$ cat src/rtl/mask_decomposer.sv
// Splits a mask into its one-hot components, lowest set bit first, one per
// out_valid/out_ready handshake; done pulses once the mask is exhausted.
module mask_decomposer #(
  parameter int WIDTH = 32,
  parameter int IDX_W = 5
) (
  input  logic             clock,
  input  logic             reset,
  input  logic             in_valid,
  output logic             in_ready,
  input  logic [WIDTH-1:0] in_mask,
  output logic             out_valid,
  input  logic             out_ready,
  output logic [WIDTH-1:0] out_onehot,
  output logic [IDX_W-1:0] out_index,
  output logic             out_last,
  output logic             done,
  output logic [IDX_W:0]   pop_count
);

  typedef enum logic {IDLE, EMIT} state_t;

  state_t           state_reg, state_next;
  logic [WIDTH-1:0] remaining_reg, remaining_next;
  logic [IDX_W:0]   cnt_reg, cnt_next;
  logic             done_reg, done_next;
  logic [IDX_W:0]   pop_count_reg, pop_count_next;

  logic [WIDTH-1:0] lowest;
  logic [WIDTH-1:0] rest;
  logic             is_last;
  logic [IDX_W-1:0] low_index;
  logic [WIDTH-1:0] idx_terms [IDX_W];

  assign lowest  = remaining_reg & (~remaining_reg + 1'b1);
  assign rest    = remaining_reg & ~lowest;
  assign is_last = (rest == '0);

  // Index bit gi is the OR of every one-hot position whose binary index has bit gi set.
  generate
    for (genvar gi = 0; gi < IDX_W; gi++) begin : g_idx_bit
      for (genvar gj = 0; gj < WIDTH; gj++) begin : g_idx_term
        assign idx_terms[gi][gj] = lowest[gj] & (((gj >> gi) % 2) == 1);
      end
      assign low_index[gi] = |idx_terms[gi];
    end
  endgenerate

  always_ff @(posedge clock or negedge reset) begin
    if (!reset) begin
      state_reg     <= IDLE;
      remaining_reg <= '0;
      cnt_reg       <= '0;
      done_reg      <= 1'b0;
      pop_count_reg <= '0;
    end else begin
      state_reg     <= state_next;
      remaining_reg <= remaining_next;
      cnt_reg       <= cnt_next;
      done_reg      <= done_next;
      pop_count_reg <= pop_count_next;
    end
  end

  always_comb begin
    state_next     = state_reg;
    remaining_next = remaining_reg;
    cnt_next       = cnt_reg;
    done_next      = 1'b0;
    pop_count_next = pop_count_reg;
    in_ready       = 1'b0;
    out_valid      = 1'b0;
    out_onehot     = '0;
    out_index      = '0;
    out_last       = 1'b0;
    case (state_reg)
      IDLE: begin
        in_ready = 1'b1;
        if (in_valid) begin
          remaining_next = in_mask;
          cnt_next       = '0;
          if (in_mask != '0) begin
            state_next = EMIT;
          end else begin
            // An empty mask completes immediately with zero components.
            done_next      = 1'b1;
            pop_count_next = '0;
          end
        end
      end
      EMIT: begin
        out_valid  = 1'b1;
        out_onehot = lowest;
        out_index  = low_index;
        out_last   = is_last;
        if (out_ready) begin
          remaining_next = rest;
          cnt_next       = cnt_reg + 1'b1;
          if (is_last) begin
            state_next     = IDLE;
            done_next      = 1'b1;
            pop_count_next = cnt_reg + 1'b1;
          end
        end
      end
      default: state_next = IDLE;
    endcase
  end

  assign done      = done_reg;
  assign pop_count = pop_count_reg;

endmodule
$ cat config.mk
export PLATFORM = sky130hd
export DESIGN_NAME = mask_decomposer
export DESIGN_NICKNAME = d
export VERILOG_FILES = /design/src/rtl/mask_decomposer.sv
export SDC_FILE = /design/constraint.sdc
export NUM_CORES = 1
export LEC_CHECK = 0
export ABC_AREA = 1
export CAP_MARGIN = 20
export CORE_UTILIZATION = 52
export CTS_BUF_LIST = sky130_fd_sc_hd__clkbuf_4 sky130_fd_sc_hd__clkbuf_8
export CTS_CLUSTER_SIZE = 25
export DETAILED_ROUTE_END_ITERATION = 8
export PLACE_DENSITY = 0.86
export SYNTH_ARGS = -nofsm -noshare
export SYNTH_HDL_FRONTEND = slang
export SYNTH_SLANG_ARGS = --single-unit
$ cat constraint.sdc
create_clock -name clock -period 2.3 [get_ports clock]
set_input_delay 0.23 -clock clock [delete_from_list [all_inputs] [get_ports clock]]
set_output_delay 0.23 -clock clock [all_outputs]
set_load 0.02 [all_outputs]
==> impl_metrics.tcl, run 1 <==
set metrics [dict create \
    status "stopped before the end" \
    stop_stage "global routing (5_1_grt)" \
    tool.error "[ERROR GRT-0232] Routing congestion too high. Check the congestion heatmap in the GUI." \
    postSynthNetCount 588 \
    globalRouteOverflowTotal 47 \
    async_reset_ff_share_pct 100 \
    ys_seq_elements 46 \
    clock_sinks 46 \
    synthFlopType "dfrtp_1" \
    synth_top_cell_by_area "dfrtp_1" \
    synth_area_leaders "dfrtp_1 33%, nand2_1 16%, nor2_1 11%" \
    initial_utilization_pct 54.7 \
    dp.cells 816 \
    chipWidth_um 84.2 \
    htree_num_levels 2 \
    ios 83 \
    cts_buffers 5 \
    synthCells 551 \
    postGrtWorstEndpoint "out_last" \
    track_usage_pct 76.2 \
    synth_top_area_share_pct 32.8 \
    yosys_warnings 0 \
    avgSynthCellArea_um2 6.38 \
    rows 29 \
    cts-root-buf "clkbuf_8" \
    synthTopCellsByCount "146 x nand2_1, 107 x nor2_1, 46 x dfrtp_1" \
    dp_hpwl_um 10100 \
    synth_area_um2 3510 \
    synth_cell_types 29 \
    portBuffers 82 \
    place_congestion 1.00 \
    die_y_um 84.2 \
    ys_seq_area_share_pct 32.8 \
    yosysMostFrequentCell "nand2_1" \
    synth_edf_count 0 \
    clockBufferDepth 2 \
    worst_path_end_type "output port" \
    grt_start_max_net_pins 32 \
]
## through the flow
stage | instance area, µm² | setup slack [ns] | utilization, % | hold WS (ns)
3_5_place_dp | 5320 | -0.439 | 82.9 | 0.194
2_1_floorplan | 3510 | 0.235 | - | -0.0656
4_1_cts | 5680 | -0.223 | 88.5 | 0.396
3_3_place_gp | 5320 | -0.421 | 82.9 | 0.184
## timing repair
action | CTS
resized for setup | 170
pin swaps | 15
buffers inserted | 23
endpoints found under the hold margin | 17
hold buffers | 1
setup endpoints to repair | 33
## cells by family after synthesis
logic type,Yosys count,share of synthesized area (%)
compound gates,95,14.1
simple gates,342,45.6
fa+ha+maj,1,0.356
buf+inv,67,7.16
flops,46,32.8
## metal layers
metal	GRT overflow	GRT usage, %
met2	29	95.4
met1	0	76.8
met5	0	8.39
met3	0	56.1
met4	18	81.2
==> inputs of run 2 (changes only) <==
Settings changed: CORE_UTILIZATION 52 to 40, CTS_BUF_LIST sky130_fd_sc_hd__clkbuf_4 sky130_fd_sc_hd__clkbuf_8 to not set, CTS_CLUSTER_SIZE 25 to not set, PLACE_DENSITY 0.86 to not set, PLACE_DENSITY_LB_ADDON set to 0.15.
==> run 2 against run 1 <==
The flow now finishes, with violations (hold timing, setup timing). Synthesized area did not move. Synthesized cell count is the same.
==> impl_metrics.tcl, run 2 <==
set metrics [dict create \
    min_path_type "primary input to async pin" \
    setup_slack_ns -0.300 \
    synthCells 551 \
    wirelength_um 14000 \
    max_freq_mhz 385 \
    worstMarginPinSlew_ns 0.905 \
    most-common-layout-cells "157 x buf_4, 129 x nand2_1, 75 x nor2_1" \
    synth_edf_count 0 \
    portBuffers 82 \
    end_kind "output port" \
    synth_area_leaders "dfrtp_1 33%, nand2_1 16%, nor2_1 11%" \
    num_vias 4708 \
    peakVddDrop_mv 0.514 \
    final_net_count 818 \
    ys_seq_area_share_pct 32.8 \
    grt_start_max_net_pins 47 \
    cts_tree "yes" \
    dp.cells 853 \
    synth_area_um2 3510 \
    worst_skew_pair.late_latency_ns 0.33 \
    yosysMostFrequentCell "nand2_1" \
    slew_headroom_pct 39.6 \
    drtIter0Drc 395 \
    synth_cell_types 29 \
    synth_top_cell_by_area "dfrtp_1" \
    grt_pass1_wl_um 21400 \
    crit_required_ns 2.07 \
    dieArea_um2 9170 \
    antenna_found_initial 0 \
    rows 33 \
    powerDensity_nw_per_um2 1020 \
    status "finished with violations" \
    clk_pin_slew_ns 0.10 \
    synth_top_area_share_pct 32.8 \
    track_usage_pct 31.2 \
    setup_viol 17 \
    worst_path_largest_cell_delay_ns 0.46 \
    synthTopCellsByCount "146 x nand2_1, 107 x nor2_1, 46 x dfrtp_1" \
    path_buf_inv 4 \
    crit_type "flip-flop to output port" \
    clockBufferDepth 2 \
    final_hold_viol_count 1 \
    drive_gt1_share_pct 39.0 \
    min_period_over_period_pct 113 \
    drc 0 \
    async_reset_ff_share_pct 100 \
    ys_seq_elements 46 \
    violations "hold timing, setup timing" \
    initial_utilization_pct 42.1 \
    rsz0062_at_grt "yes" \
    crit_path_max_fanout 7 \
    coreArea_um2 8340 \
    crit_path_start_kind "flip-flop" \
    first_pass_iters 5 \
    cpMostUsedCell "nand2_1" \
    cts_buffers 5 \
    grt_pass1_vias 4287 \
    largest_register_ffs 32 \
    p_leak_uw 0.00308 \
    num-fill-cells 700 \
    avgSynthCellArea_um2 6.38 \
    clock_sinks 46 \
    stdcell_count 887 \
    globalRouteOverflowTotal 0 \
    place_congestion 0.942 \
    arrival_ns 2.37 \
    dp_hpwl_um 10300 \
    slowest_stage "dfrtp_2" \
    wire_per_inst_um 15.8 \
    syn2layout_area_growth_pct 71.3 \
    cts-root-buf "clkbuf_8" \
    cp_cell_sequence "nor2_8, buf_12, nand2_8, nor2_8, buf_6, inv_2, nand2_1, nand2_1, nor2_1, nand2_1, nor2_2, nand3_2, nor2_2, buf_6" \
    chipWidth_um 95.7 \
    htree_num_levels 2 \
    postSynthNetCount 588 \
    timing.max_cap.violations 0 \
    fin_skew_ns 0.0112 \
    post_drt_via_cell_ratio 5.31 \
    fin_crit_ns 2.60 \
    layout_commonest_cell "buf_4" \
    ios 83 \
    yosys_warnings 0 \
    holdWs_ns -0.00151 \
    synthFlopType "dfrtp_1" \
    antenna_left 0 \
    drv_slew 0 \
    die_y_um 95.7 \
    n_antenna_cell 0 \
    cp_top_family "simple AND/OR/NAND/NOR gates" \
]
run 2: repair_timing:
item,4_1_cts,5_1_grt
cloned,0,0
gates resized for setup,206,63
pin swaps,22,30
setup endpoints to repair,38,37
buffers inserted,17,14
hold buffers,0,0
run 2: final timing paths:
kind / cells after the start / slack (ns) / start / to
min reg2reg: 2 / 0.52 / pop_count[1] / pop_count[1]
max: 14 / -0.30 / remaining_reg[0] / out_last
max reg2reg: 17 / -0.07 / remaining_reg[0] / pop_count[3]
min: 2 / -0.002 / reset / remaining_reg[3]
max in group asynchronous: 2 / 1.82 / reset / remaining_reg[9]
min in group clock: 2 / 0.52 / pop_count[1] / pop_count[1]
run 2: final cells by class:
class	count	area, µm²	area share (%)
clock inverter	3	26.3	0.436
inverter	50	190	3.16
sequential	46	1160	19.3
multi-input combinational	438	2430	40.4
tap	105	131	2.18
timing repair buffer	240	2010	33.4
clock buffer	5	68.8	1.14
run 2: kinds of logic (layout without fill, tap and decap cells):
family                   count (synthesis)  count (layout)  synth area share (%)
AND/OR/NAND/NOR                        342             342                  45.6
AO/OA/AOI/OAI                           95              95                  14.1
buffers and inverters                   67             298                  7.16
flip-flops                              46              46                  32.8
adder cells (fa/ha/maj)                  1               1                 0.356
run 2: stage by stage:
stage	setup TNS [ns]	setup slack (ns)	utilization (%)	area (µm²)	total power (µW)
6_report	-2.10	-0.300	72.2	6020	6140
5_1_grt	-4.44	-0.393	72.2	6020	6570
4_1_cts	-1.31	-0.317	68.8	5730	5800
3_5_place_dp	-4.45	-0.469	65.1	5430	4910
3_3_place_gp	-4.17	-0.436	65.1	5430	4850
2_1_floorplan	0	0.235	-	3510	3050
run 2: power by group:
group	internal, µW	leakage, µW	switching [µW]
registers	1050	0.000584	324
logic	1990	0.00245	2210
clock network	227	0.0000495	344
total	3270	0.00308	2880
run 2: metal layers:
layer	GRT usage (%)	wire length, µm	vias to the layer above
li1	-	-	2263
met1	41.5	5960	2240
met2	53.2	6940	180
met3	3.48	801	25
met4	9.58	335	0
met5	0	0	-
Note: power is estimated with default switching activity, not from simulation.
==> inputs of run 3 (changes only) <==
Settings changed: CORE_MARGIN set to 2.
==> run 3 against run 2 <==
The flow finishes with violations (setup timing). Setup slack gained 0.078 ns. Maximum frequency increased by 3.1%. Sequential power about the same. Die area is 4.2% higher. Total power grew 2.6%. Sequential cell count did not move. Combinational power up 2%. Clock power is 11% higher. Non-clock buffer count shrank 2. Clock-buffer cell count unchanged. Global-route usage shrank 3.3 points. Critical endpoint unchanged. Largest cell class unchanged.
==> impl_metrics.tcl, run 3 (synthesis results as in run 2) <==
set metrics [dict create \
    status "finished with violations" \
    violations "setup timing" \
    top_layer "met4" \
    wirelength_um 13900 \
    drtIter0Drc 212 \
    cts_buffers 5 \
    met3_wirelength_um 702 \
    num_vias 4615 \
    num-fill-cells 739 \
    htree_num_levels 2 \
    met2_wirelength_um 6710 \
    grt_start_max_net_pins 52 \
    antenna_found_initial 0 \
    ios 83 \
    drc 0 \
    chipWidth_um 97.7 \
    wire_per_inst_um 15.6 \
    peakVddDrop_mv 0.707 \
    die_y_um 97.7 \
    p_leak_uw 0.00305 \
    most-common-layout-cells "156 x buf_4, 121 x nand2_1, 70 x nor2_1" \
    clockBufferDepth 2 \
    powerDensity_nw_per_um2 1040 \
    dieArea_um2 9550 \
    clk_pin_slew_ns 0.09 \
    min_path_type "primary input to async pin" \
    initial_utilization_pct 40.7 \
    final_hold_viol_count 0 \
    fin_skew_ns 0.00672 \
    met1Wirelength_um 6140 \
    crit_required_ns 2.07 \
    arrival_ns 2.29 \
    power_uw 6300 \
    first_pass_iters 5 \
    place_area_um2 5400 \
    syn2layout_area_growth_pct 73.2 \
    crit_type "flip-flop to output port" \
    end_kind "output port" \
    largest_register_ffs 32 \
    rows 34 \
    drive_gt1_share_pct 41.5 \
    antenna_left 0 \
    layout_commonest_cell "buf_4" \
    cts_tree "yes" \
    worst_skew_pair.late_latency_ns 0.31 \
    post_drt_via_cell_ratio 5.20 \
    rsz0062_at_grt "yes" \
    drv_slew 0 \
    max_freq_mhz 397 \
    dp_hpwl_um 10400 \
    clock_sinks 46 \
    fin_crit_ns 2.52 \
    grt_pass1_vias 4336 \
    worstMarginPinSlew_ns 0.880 \
    globalRouteOverflowTotal 0 \
    place_congestion 0.995 \
    final_core_util_pct 70.5 \
    crit_path_max_fanout 7 \
    final_net_count 816 \
    grt_pass1_wl_um 21600 \
    setup_slack_ns -0.221 \
    n_antenna_cell 0 \
    coreArea_um2 8640 \
    slew_headroom_pct 41.3 \
    track_usage_pct 27.9 \
    min_period_over_period_pct 110 \
    portBuffers 82 \
    timing.max_cap.violations 0 \
    setup_viol 12 \
    cts-root-buf "clkbuf_8" \
    crit_path_start_kind "flip-flop" \
    final_area_um2 6090 \
]
run 3: cell types whose count changed in the layout (fill, tap and decap cells not counted), moves of 3 or more:
cell	previous run	this run
buf_2	9	6
buf_6	19	16
clkbuf_2	2	5
dfrtp_1	39	35
dfrtp_2	7	11
inv_1	40	37
inv_2	8	12
nand2_1	129	121
nand2_2	12	21
nor2_1	75	70
nor2_4	23	30
o21ai_2	1	4
run 3: timing repair:
item                       CTS  global route
setup endpoints to repair   40            39
pin swaps                    6            35
hold endpoints to repair    14             0
hold buffers                 1             0
resized for setup          169           114
setup buffers               10            16
run 3: report_power, final:
group,internal (µW),total (µW),switching (µW)
Sequential,1060,1390,330
Combinational,2010,4280,2270
Clock,326,634,308
run 3: final cells by class:
| type | count | area [µm²] | area share (%) |
|---|---|---|---|
| clock inverters | 3 | 43.8 | 0.720 |
| well taps | 108 | 135 | 2.22 |
| multi-input cells | 438 | 2510 | 41.3 |
| repair buffers | 238 | 1970 | 32.4 |
| clock buffers | 5 | 68.8 | 1.13 |
| flip-flops and latches | 46 | 1160 | 19.1 |
| inverters | 50 | 188 | 3.08 |
run 3: worst paths after layout:
check | start | end | slack, ns | depth (start not counted)
worst min register to register | pop_count[5] | pop_count[5] | 0.52 | 2
worst max-delay path | remaining_reg[0] | out_last | -0.22 | 12
max in group asynchronous | reset | remaining_reg[31] | 1.33 | 3
worst min-delay path | reset | remaining_reg[0] | 0.35 | 2
worst max register to register | remaining_reg[0] | pop_count[5] | -0.02 | 16
min in group clock | pop_count[5] | pop_count[5] | 0.52 | 2
run 3: per-layer routing:
metal / GRT usage (%) / vias up
met2: 46.3 / 148
met1: 38.6 / 2186
li1: - / 2259
met5: 0 / -
met3: 4.08 / 22
met4: 6.94 / 0
run 3: per-stage QoR:
stage	instances	TNS [ns]	worst slack, ns	hold WS [ns]
final	888	-0.847	-0.221	0.349
after global routing	888	-2.68	-0.300	0.406
after CTS	873	-0.689	-0.258	0.365
after detailed placement	854	-4.40	-0.503	0.161
after global placement	854	-4.64	-0.542	0.160
after floorplan	551	0	0.235	-0.0656
run 3: worst max-delay path, stage by stage, from the launching register on:
cell,delay [ns]
dfrtp_2,0.45
nor2_8,0.20
nand2_8,0.10
nor2_8,0.23
nand2_4,0.10
nor2_4,0.15
nor2_2,0.07
nor2_2,0.11
nand2_1,0.09
nor2_4,0.11
nand3_2,0.12
nor2_4,0.12
buf_6,0.12
==> inputs of run 4 (changes only) <==
Settings changed: CORE_ASPECT_RATIO set to 1.25.
==> run 4 against run 3 <==
The run still ends with setup timing left. Worst hold slack better by 0.12 ns. Sequential cell count is the same. Clock-buffer cell count is the same. Routed wire length increased by 0.99%. Critical endpoint unchanged. Largest cell class unchanged.
==> impl_metrics.tcl, run 4 (synthesis results as in run 2) <==
set metrics [dict create \
    coreArea_um2 8610 \
    end_kind "output port" \
    dieArea_um2 9560 \
    slew_headroom_pct 38.6 \
    ios 83 \
    chipWidth_um 87.8 \
    slowest_stage "dfrtp_2" \
    internal-power_uw 3310 \
    met1_usage_pct 35.8 \
    clockBufferDepth 2 \
    final_hold_viol_count 0 \
    antenna_found_initial 0 \
    ff2ff_setup_slack_ns 0 \
    clk_pin_slew_ns 0.10 \
    reg2regPathDepth 16 \
    multi_input_area_um2 2480 \
    arrival_ns 2.34 \
    rsz0062_at_grt "yes" \
    die_y_um 109 \
    peakVddDrop_mv 0.649 \
    crit_path_start_kind "flip-flop" \
    power_switching_uw 2900 \
    min_path_type "primary input to async pin" \
    drv_slew 0 \
    crit_path_start "remaining_reg[0]" \
    portBuffers 82 \
    r2r-end "pop_count[2]" \
    endpoint "out_last" \
    cp_cell_sequence "nor2_8, buf_6, nand2_8, nor2_8, buf_6, inv_2, nand2_1, nand2_1, nor2_1, nand2_1, nor2_2, nand3_2, nor2_1, buf_4" \
    dp_hpwl_um 10700 \
    most-common-layout-cells "160 x buf_4, 116 x nand2_1, 74 x nor2_1" \
    worstMarginPinSlew_ns 0.920 \
    wire_per_inst_um 15.5 \
    place_congestion 0.939 \
    crit_required_ns 2.07 \
    violations "setup timing" \
    cp.depth 14 \
    initial_utilization_pct 40.8 \
    clock_sinks 46 \
    grt_busiest_layer "met2" \
    layout_commonest_cell "buf_4" \
    crit_type "flip-flop to output port" \
    path_buf_inv 4 \
    cpMostUsedCell "nand2_1" \
    p_leak_uw 0.00308 \
    post_drt_via_cell_ratio 5.14 \
    setup_viol 9 \
    powerDensity_nw_per_um2 1020 \
    p_seq_share_pct 21.8 \
    num_vias 4643 \
    track_usage_pct 29.3 \
    drtIter0Drc 314 \
    worst_path_largest_cell_delay_ns 0.45 \
    num-fill-cells 765 \
    antenna_left 0 \
    worst_skew_pair.late_latency_ns 0.32 \
    drive_gt1_share_pct 40.9 \
    cts_buffers 5 \
    swShare_pct 46.7 \
    htree_num_levels 2 \
    crit_path_max_fanout 7 \
    final_core_util_pct 70.7 \
    first_pass_iters 5 \
    dp_worst_setup_slack_ns -0.475 \
    fin_setup_tns_ns -1.22 \
    globalRouteOverflowTotal 0 \
    cts_tree "yes" \
    cts-root-buf "clkbuf_8" \
    drc 0 \
    comb_power_share_pct 69.2 \
    rows 38 \
    largest_register_ffs 32 \
    dp.cells 871 \
    clkPwrFrac_pct 9.0 \
    max_freq_mhz 388 \
    syn2layout_area_growth_pct 73.1 \
    status "finished with violations" \
    setup_slack_ns -0.274 \
    timing.max_cap.violations 0 \
    wirelength_um 14000 \
    fin_crit_ns 2.57 \
    min_period_over_period_pct 112 \
    fin_skew_ns 0.0100 \
    use_met3_pct 4.54 \
    final_net_count 820 \
    cp_top_family "simple AND/OR/NAND/NOR gates" \
    grt_pass1_wl_um 21500 \
    grt_pass1_vias 4552 \
    regArea_um2 1160 \
    crit-reg2reg-launch "remaining_reg[0]" \
    n_antenna_cell 0 \
    stdcell_count 904 \
    grt_util_met2_pct 49.5 \
    grt_start_max_net_pins 43 \
]
[run 4: worst register-to-register path: cells and delay by family, from the launching register on]
kind | cells | cell delay, ns
AND/OR/NAND/NOR | 12 | 1.33
buffers and inverters | 4 | 0.45
flip-flops | 1 | 0.45
[run 4: per-stage QoR]
stage / area, µm² / total power (µW) / hold WS [ns]
floorplan: 3510 / 3050 / -0.0656
global placement: 5440 / 4910 / 0.300
detailed placement: 5440 / 4940 / 0.294
CTS: 5690 / 5710 / 0.482
global route: 6080 / 6660 / 0.528
finish: 6080 / 6210 / 0.473
[run 4: timing repair]
action / 4_1_cts / 5_1_grt
hold buffers: 1 / 0
hold endpoints to repair: 26 / 0
setup endpoints to repair: 41 / 38
gates resized for setup: 153 / 134
buffers inserted: 13 / 16
pin swaps: 10 / 32
[run 4: how the worst min path moves through the flow]
| stage | startpoint | endpoint | slack [ns] | depth (start not counted) |
|---|---|---|---|---|
| after floorplan | reset | cnt_reg[0] | -0.07 | 0 |
| after global placement | reset | remaining_reg[3] | 0.30 | 1 |
| after detailed placement | reset | remaining_reg[1] | 0.29 | 1 |
| after CTS | reset | remaining_reg[1] | 0.48 | 2 |
| after global routing | reset | remaining_reg[1] | 0.53 | 2 |
| final | reset | remaining_reg[1] | 0.47 | 2 |
[run 4: layer usage]
metal | wire length (µm) | share of wire (%) | up-vias
li1 | - | - | 2278
met1 | 5740 | 41 | 2149
met2 | 6890 | 49 | 173
met3 | 765 | 5.5 | 43
met4 | 615 | 4.4 | 0
met5 | 0 | 0 | -
[run 4: power by group through the flow]
stage,clock [µW],sequential (µW),combinational (µW)
finish,559,1350,4300
global route,599,1390,4670
CTS,569,1280,3860
detailed placement,0,1290,3660
global placement,0,1280,3630
floorplan,0,1280,1770
[run 4: cell type report]
class                           instances  share of cell area, %
Clock buffer                            5                   1.13
Clock inverter                          3                  0.432
Inverter                               50                   3.13
Multi-Input combinational cell        438                   40.7
Sequential cell                        46                   19.1
Tap cell                              120                   2.47
Timing Repair Buffer                  242                   33.0
